$ cat src/rtl/led_matrix_pwm.sv
// Scans a ROWS x COLS LED matrix one LED per slot with per-LED PWM brightness and a double-buffered frame.
// Outputs are registered (one clock after the counter state); no backpressure, load is accepted every cycle.
module led_matrix_pwm #(
  parameter int ROWS         = 4,
  parameter int COLS         = 4,
  parameter int BRIGHT_W     = 4,
  parameter int STEP_CYCLES  = 2,
  parameter int BLANK_CYCLES = 2
) (
  input  logic                              clk,
  input  logic                              rst,
  input  logic [ROWS*COLS*BRIGHT_W-1:0]     pix_data,
  input  logic                              load,
  output logic [COLS-1:0]                   aled,
  output logic [ROWS-1:0]                   kled_tri,
  output logic                              frame_sync
);

  localparam int N    = ROWS * COLS;
  localparam int SLOT = BLANK_CYCLES + ((1 << BRIGHT_W) - 1) * STEP_CYCLES;
  localparam int IW   = (N > 1) ? $clog2(N) : 1;
  localparam int PW   = (SLOT > 1) ? $clog2(SLOT) : 1;
  // Compare width must hold b*STEP_CYCLES, which can reach SLOT when there is no blanking.
  localparam int CW   = $clog2(SLOT + 1);

  logic [IW-1:0]                  i_q, i_d;
  logic [PW-1:0]                  p_q, p_d;
  logic [N-1:0][BRIGHT_W-1:0]     act_q, act_d;
  logic [N-1:0][BRIGHT_W-1:0]     shd_q, shd_d;
  logic                           pend_q, pend_d;
  logic [COLS-1:0]                aled_q, aled_d;
  logic [ROWS-1:0]                kled_q, kled_d;
  logic                           fsync_q, fsync_d;

  logic                           last_p, last_i, xfer, on, lit;
  logic [BRIGHT_W-1:0]            b;
  logic [CW-1:0]                  ph;
  logic [IW-1:0]                  row, col;

  always_comb begin
    last_p = (p_q == PW'(SLOT - 1));
    last_i = (i_q == IW'(N - 1));
    xfer   = last_p && last_i && pend_q;

    p_d = last_p ? '0 : p_q + PW'(1);
    i_d = i_q;
    if (last_p) i_d = last_i ? '0 : i_q + IW'(1);

    // A load in the transfer cycle lands in shadow after the old shadow moves, and stays pending.
    act_d  = xfer ? shd_q : act_q;
    shd_d  = shd_q;
    pend_d = pend_q && !xfer;
    if (load) begin
      shd_d  = pix_data;
      pend_d = 1'b1;
    end

    row = IW'(i_q / COLS);
    col = IW'(i_q % COLS);
    b   = act_q[i_q];
    on  = (CW'(p_q) >= CW'(BLANK_CYCLES));
    ph  = CW'(p_q) - CW'(BLANK_CYCLES);
    lit = on && (ph < CW'(b) * CW'(STEP_CYCLES));

    for (int c = 0; c < COLS; c++) aled_d[c] = !(on && (col == IW'(c)));
    for (int r = 0; r < ROWS; r++) kled_d[r] = lit && (row == IW'(r));
    fsync_d = (i_q == '0) && (p_q == '0);
  end

  always_ff @(posedge clk or posedge rst) begin
    if (rst) begin
      i_q     <= '0;
      p_q     <= '0;
      act_q   <= '0;
      shd_q   <= '0;
      pend_q  <= 1'b0;
      aled_q  <= '1;
      kled_q  <= '0;
      fsync_q <= 1'b0;
    end else begin
      i_q     <= i_d;
      p_q     <= p_d;
      act_q   <= act_d;
      shd_q   <= shd_d;
      pend_q  <= pend_d;
      aled_q  <= aled_d;
      kled_q  <= kled_d;
      fsync_q <= fsync_d;
    end
  end

  assign aled       = aled_q;
  assign kled_tri   = kled_q;
  assign frame_sync = fsync_q;

endmodule
$ cat config.mk
export PLATFORM = sky130hd
export DESIGN_NAME = led_matrix_pwm
export DESIGN_NICKNAME = d
export VERILOG_FILES = /design/src/rtl/led_matrix_pwm.sv
export SDC_FILE = /design/constraint.sdc
export NUM_CORES = 1
export LEC_CHECK = 0
export ABC_AREA = 1
export CAP_MARGIN = 15
export CORE_ASPECT_RATIO = 2
export CORE_MARGIN = 2
export CORE_UTILIZATION = 40
export DETAILED_ROUTE_END_ITERATION = 12
export SYNTH_ARGS = -nofsm -noshare
export SYNTH_HDL_FRONTEND = slang
export SYNTH_SLANG_ARGS = --single-unit
$ cat constraint.sdc
create_clock -name clk -period 5.3 [get_ports clk]
set_clock_uncertainty 0.2 [all_clocks]
set_input_delay 1.06 -clock clk [delete_from_list [all_inputs] [get_ports clk]]
set_output_delay 1.06 -clock clk [all_outputs]
set_load 0.05 [all_outputs]
# == Word level (Yosys, flattened, before mapping) ==
# Cells that the tools add are included.
# Widths: inputs -> output; s select.
# classes
addsub,3
magnitude_cmp,3
eq_ne,8
muxes,5
n_reduce_logical,22
# ops
operator,n
$bmux 4 s4,1
$logic_and 1x1->1,13
$logic_not 4->1,3
$eq 2x2->1 const B,4
$mux 4,2
$lt 6x5->1,1
$sub 5x2->6 const B,1
$add 5x1->5 const B,1
$eq 5x5->1 const B,1
$ge 5x2->1 const B,1
$logic_not 1->1,5
$logic_not 5->1,1
$lt 4x5->1 const B,1
$mux 5,1
$add 4x1->4 const B,1
$eq 2x1->1 const B,2
$eq 4x4->1 const B,1
$mux 1,1
# totals
reg_bits,147
elab_cells,79

# == Depth between registers and ports, before layout ==
# Gate-level depths: netlist (run 1).
# logic_depth
depth_word,6
mapped_depth,14
ltp_nobuf,11

# == Worst setup path before layout (run 1) ==
# Ideal clock, no wire load.
# synth_timing
path_kind,reg-to-reg
startpoint,reg i_q[1]
endpoint,"reg kled_q[0], in the netlist kled_tri[0]"
setup_time_ns,0.072
t_arrival_ns,2.072
t_required_ns,5.028
setup_slack_ns,2.956
path_stages_with_launch,14
path_buffers,2
synth_period_minus_slack_ns,2.344
path_cell_list,dfrtp_1 -> buf_2 -> inv_2 -> buf_2 -> o21ai_1 -> o22ai_1 -> a22o_1 -> nor2_1 -> ha_1 -> a21oi_1 -> nor2_1 -> nor4_1 -> nand2_1 -> nor2_1
# synth_via
elab_chain_len,5
# synth_lines
element,line_no,text
from (decl),26,"logic [IW-1:0] i_q, i_d;"
from (signal assigned),81,i_q <= i_d;
$bmux 4 s4,60,b = act_q[i_q];
$mux 4 (implied by the code),60,
$lt 6x5->1,63,lit = on && (ph < CW'(b) * CW'(STEP_CYCLES));
$logic_and 1x1->1,63,
$logic_and 1x1->1,66,for (int r = 0; r < ROWS; r++) kled_d[r] = lit && (row == IW'(r));
net kled_d[0],32,"logic [ROWS-1:0] kled_q, kled_d;"
to (signal assigned),87,kled_q <= kled_d;
to (decl),32,
# The timed path passes the listed nets, and every way through them passes these cells. The select of a mux whose other input is x is not followed.
# A chain may end at the register's enable or synchronous reset.

# == Worst setup path after layout (run 1) ==
# layout_timing
startpoint,reg i_q[1]
endpoint,"reg kled_q[1], in the netlist kled_tri[1]"
# The elaborated chain is that of the path after synthesis.

==> impl_metrics.toml, run 1 <==
[run_status]
outcome = "completed"

[floorplanning]
die_area_sq_um = 16900
core_sq_um = 15600
start_util_pct = 40.5
die_h_um = 182
row_count = 65
io_pins = 76
chipWidth_um = 92.9

[grt]
grtUsageTotal_pct = 16.0
grt_use_met3_pct = 3.24
grt_pass1_wl_um = 21700
overflow = 0
antenna_found_initial = 0
met2_usage_pct = 25.5
grt_max_degree = 130
grt.busiest_layer = "met2"
grt_pass1_vias = 4549
met1_usage_pct = 21.2

[synth]
synth_ff_type = "dfrtp_1"
yosysWarnings = 0
synth_edf_count = 0
synth_cell_type_count = 30
mappedNetlistNets = 792
synth_area_sq_um = 6320
syn-instance-count = 712
yosysMostFrequentCell = "nand2_1"
ys_top_cells_by_area = "dfrtp_1 57%, o21ai_0 10%, nand2_1 10%"
yosys.area.top_type_share_pct = 56.6
synth_common_cells = "175 x nand2_1, 143 x dfrtp_1, 132 x o21ai_0"
yosysTopAreaCell = "dfrtp_1"
synthArstFlopShare_pct = 100
seq_area_frac_synth_pct = 58.3
ys_seq_elements = 147
syn_area_per_cell_sq_um = 8.88

[sta]
fmaxAchievable_mhz = 331
layout_worst_path_cycle_share_pct = 57.1
fin_ws_ns = 2.28
period_needed_ns = 3.02
slew_viol_final = 0
hold_viol = 0
fin_tns_setup_ns = 0
finalSetupViolCount = 0
rsz0062_at_grt = "false"
worstMarginPinSlew_ns = 1.03
max_slew_margin_pct = 31.1

[drt]
dr.pass1.iters = 4
wl_per_cell_um = 12.9
vias = 4649
route.detailed.drc = 0
routed_wirelength_um = 12700
detail-route-antenna-nets = 0
via_per_inst = 4.72
drt_iter0_markers = 215

[layout]
nFillCells = 1489
drive_gt1_share_pct = 6.76
diodes = 0
syn2layout_area_growth_pct = 23.7
multi_input_area_sq_um = 2070
fin_nets = 851
fin_cells = 985
final_area_sq_um = 7820
regArea_sq_um = 3680

[worst_setup_path]
reg2regPathDepth = 11
cp-start-kind = "flop"
timing.rr.end = "kled_tri[1]"
cp.arrival_ns = 3.16
path_class = "flop to flop"
end_kind = "flop"
required_ns = 5.43
reg2reg_from = "i_q[1]"
r2r_setup_slack_ns = 2.28
cp_max_fo = 20

[place]
dp_hpwl_um = 8330
placedInstanceArea_sq_um = 7140
place_ws_ns = 1.89
io_buffer_count = 75
dp.cells = 951
place_congestion = 0.857

[clock_tree]
cts.clk_slew.worst_paths_ns = 0.06
clk_latency_ns = 0.41
cts.hold.buffers_added = 0
cts_setup_buffers = 0
cts_buffer_depth = 2
cts_buffers = 17
post_cts_resized = 0
htreeDepth = 4
cts-root-buf = "clkbuf_16"
tritoncts = "done"
cts_num_sinks = 147

[min_path]
min-delay-path-class = "flop to flop"
hold_depth = 2
min_from = "act_q[9]"
min_to = "act_q[9]"

[power_and_ir_drop]
swShare_pct = 21.1
switchingPower_w = 0.000545
power.share.combinational_pct = 5.5
power_frac_clock_pct = 48.9
power_frac_seq_pct = 45.7
p_leak_nw = 3.68
powerDensity_nw_per_um2 = 329
ir_drop_uv = 228
power_w = 0.00258
intPower_w = 0.00203

[flow_run]
maxCapViolations = 0
[per-layer routing]
layer | up-vias | routed length, um
met5 | - | 0
met4 | 0 | 270
met3 | 21 | 498
met2 | 99 | 6140
met1 | 2161 | 5790
li1 | 2368 | -
[cell type report]
| type | instances | area share [%] |
|---|---|---|
| timing repair buffer | 79 | 10.5 |
| inverter | 97 | 4.75 |
| multi-input combinational | 429 | 26.5 |
| tap | 201 | 3.22 |
| sequential | 147 | 47.1 |
| clock inverter | 12 | 2.29 |
| clock buffer | 20 | 5.71 |
[worst max-delay path, cell delays in order (launching register included)]
cell and delay [ns]:
dfrtp_1 0.79, inv_2 0.36, o21ai_1 0.18, o22ai_1 0.09, a22o_1 0.20, nor2_1 0.09
ha_1 0.25, a21oi_1 0.18, nor2_1 0.07, nor4_1 0.25, nand2_1 0.15, nor2_1 0.13
[cells by family after synthesis]
group           Yosys count  synth area share [%]
compound gates          179                  15.2
simple gates            234                  14.4
xor+xnor                  3                 0.416
flops                   147                  58.3
buf+inv                 136                  9.12
fa+ha+maj                13                  2.57
[registers in the layout (all words and copies together) (netlist names)]
register and flops:
aled 4, act_q 64, p_q 5, shd_q 64
frame_sync 1, kled_tri 4, pend_q 1, i_q 4
[through the flow]
step | hold WS (ns) | util, %
2_1_floorplan | 0.244 | -
3_3_place_gp | 0.265 | 45.7
3_5_place_dp | 0.271 | 45.7
4_1_cts | 0.285 | 49.7
5_1_grt | 0.297 | 50.1
6_report | 0.277 | 50.1
[worst max-delay path by stage]
| stage | start | endpoint |
|---|---|---|
| 2_1_floorplan | rst | act_q[0] |
| 3_3_place_gp | i_q[0] | kled_tri[1] |
| 3_5_place_dp | i_q[0] | kled_tri[1] |
| 4_1_cts | i_q[0] | kled_tri[1] |
| 5_1_grt | i_q[1] | kled_tri[2] |
| 6_report | i_q[1] | kled_tri[1] |
[layout by cell type, fill, tap and decap left out, types with 2 or more instances in the layout]
cell,count
buf_4,3
o22ai_1,12
clkbuf_16,17
xor2_1,2
o21bai_1,2
clkbuf_1,2
inv_1,93
bufinv_16,4
inv_2,2
o21ai_2,6
o21ai_1,18
buf_16,2
a21oi_1,2
nor4_1,2
a22o_1,6
dfstp_2,4
o21ai_0,132
clkinvlp_4,3
clkinv_2,2
nor2_1,43
dfrtp_1,143
inv_6,3
clkdlybuf4s50_1,74
nand3_1,10
nand2_1,174
ha_1,13
[power by group through the flow]
stage / logic, W / clock network, W / registers, W
after floorplan: 0.0000707 / 0 / 0.00119
after global placement: 0.000142 / 0 / 0.00120
after detailed placement: 0.000144 / 0 / 0.00120
after CTS: 0.000145 / 0.00129 / 0.00118
after global routing: 0.000164 / 0.00134 / 0.00118
final: 0.000140 / 0.00126 / 0.00118
Note: power is estimated with default switching activity, not from simulation.
==> run 2: changes to the inputs <==
Clock period 5.3 ns to 3.2 ns, I/O delays scaled along.
==> impl_metrics.toml, run 2 (same netlist as run 1, synthesis figures left out) <==
[floorplanning]
io_pins = 76
core_sq_um = 15600
start_util_pct = 40.5
row_count = 65
chipWidth_um = 92.9
die_h_um = 182
die_area_sq_um = 16900

[min_path]
min_from = "act_q[9]"
min_to = "act_q[9]"
min-delay-path-class = "flop to flop"
hold_depth = 2

[clock_tree]
tritoncts = "done"
cts_buffer_depth = 2
cts_num_sinks = 147
cts_setup_buffers = 0
post_cts_resized = 0
htreeDepth = 4
cts.hold.buffers_added = 0
cts-root-buf = "clkbuf_16"
cts.clk_slew.worst_paths_ns = 0.06
clk_latency_ns = 0.41
cts_buffers = 17

[drt]
detail-route-antenna-nets = 0
route.detailed.drc = 0
wl_per_cell_um = 13.2
routed_wirelength_um = 13100
dr.pass1.iters = 4
via_per_inst = 4.66
vias = 4614
drt_iter0_markers = 240

[layout]
top_regs = "act_q (64), shd_q (64), p_q (5)"
drive_gt1_share_pct = 7.48
syn2layout_area_growth_pct = 24.3
fin_nets = 856
final_cell_mix = "174 x nand2_1, 143 x dfrtp_1, 132 x o21ai_0, 93 x inv_1, 74 x clkdlybuf4s50_1"
diodes = 0
final_common_cell = "nand2_1"

[sta]
slew_viol_final = 0
fin_ws_ns = 0.416
finalSetupViolCount = 0
period_needed_ns = 2.78
max_slew_margin_pct = 58.8
layout_worst_path_cycle_share_pct = 87.0
fin_tns_setup_ns = 0
fmaxAchievable_mhz = 359
worstMarginPinSlew_ns = 0.618
hold_viol = 0
rsz0062_at_grt = "false"

[worst_setup_path]
timing.rr.end = "kled_tri[3]"
reg2reg_from = "i_q[0]"
path_class = "flop to flop"
cp_max_fo = 34
r2r_setup_slack_ns = 0.42
cp_common_cell = "nor2_1"
critPathMaxStageDelay_ns = 0.60
cp.arrival_ns = 2.92
cp-start-kind = "flop"
end_kind = "flop"
cp_cell_sequence = "inv_4 > o21ai_0 > o22ai_1 > a22o_1 > nor2_1 > ha_1 > a21oi_1 > nor2_1 > nor4_1 > nand2_1 > nor2_1"
cp_slowest_cell = "dfrtp_1"
required_ns = 3.33
reg2regPathDepth = 11

[run_status]
outcome = "completed"

[grt]
grtUsageTotal_pct = 16.6
grt_pass1_wl_um = 22300
overflow = 0
antenna_found_initial = 0
grt_pass1_vias = 4540
grt_max_degree = 85

[power_and_ir_drop]
ir_drop_uv = 476
powerDensity_nw_per_um2 = 543
power_w = 0.00426
p_leak_nw = 3.71

[place]
place_ws_ns = 0.440
dp_hpwl_um = 8900
io_buffer_count = 75
place_congestion = 0.829

[flow_run]
maxCapViolations = 0
run 2: changes by cell type in the layout (fill, tap and decap cells not counted):
cell       previous run  this run
buf_12                0         3
bufinv_16             4         3
clkinv_2              2         1
clkbuf_8              1         4
clkbuf_1              2         1
buf_16                2         0
buf_4                 3         7
run 2: worst max-delay path, delay by kind of cell (launching register included):
| kind | cells | cell delay (ns) |
|---|---|---|
| AOI/OAI and AO/OA | 4 | 0.71 |
| adders and majority gates | 1 | 0.25 |
| and+or+nand+nor | 5 | 0.69 |
| DFF | 1 | 0.60 |
| buffers and inverters | 1 | 0.25 |
run 2: report_power, final:
group / total, W / internal (W) / switching [W]
clock: 0.00208 / 0.00132 / 0.000762
sequential: 0.00195 / 0.00193 / 0.0000171
combinational: 0.000236 / 0.000109 / 0.000127
total: 0.00426 / 0.00336 / 0.000906
run 2: how the worst max path moves through the flow:
stage,start,end,depth (start not counted)
after floorplan,rst,act_q[0],1
after global placement,i_q[0],kled_tri[0],11
after detailed placement,i_q[0],kled_tri[3],11
after CTS,i_q[0],kled_tri[3],11
after global routing,i_q[0],kled_tri[1],11
final,i_q[0],kled_tri[3],11
run 2: metrics by stage:
stage          area, sq um  hold slack (ns)  util (%)  std cells
3_3_place_gp          7230            0.267      46.3        958
5_1_grt               7860            0.308      50.3        990
6_report              7860            0.281      50.3        990
2_1_floorplan         6330            0.244         -        712
3_5_place_dp          7230            0.275      46.3        958
4_1_cts               7860            0.286      50.3        990
run 2: final cells by class:
class | count | area [sq um]
clock buffer | 22 | 484
clock inverter | 10 | 145
fill | 1502 | 7760
inverter | 97 | 370
multi-input combinational | 429 | 2070
sequential | 147 | 3680
tap | 201 | 251
timing repair buffer | 84 | 853
run 2: per-layer routing:
metal,track usage [%],vias up,routed length (um),share of wire (%)
met1,21.5,2124,5890,45
li1,-,2383,-,-
met5,0,-,0,0
met3,3.61,23,402,3.1
met4,6.35,0,372,2.8
met2,27.2,84,6380,49
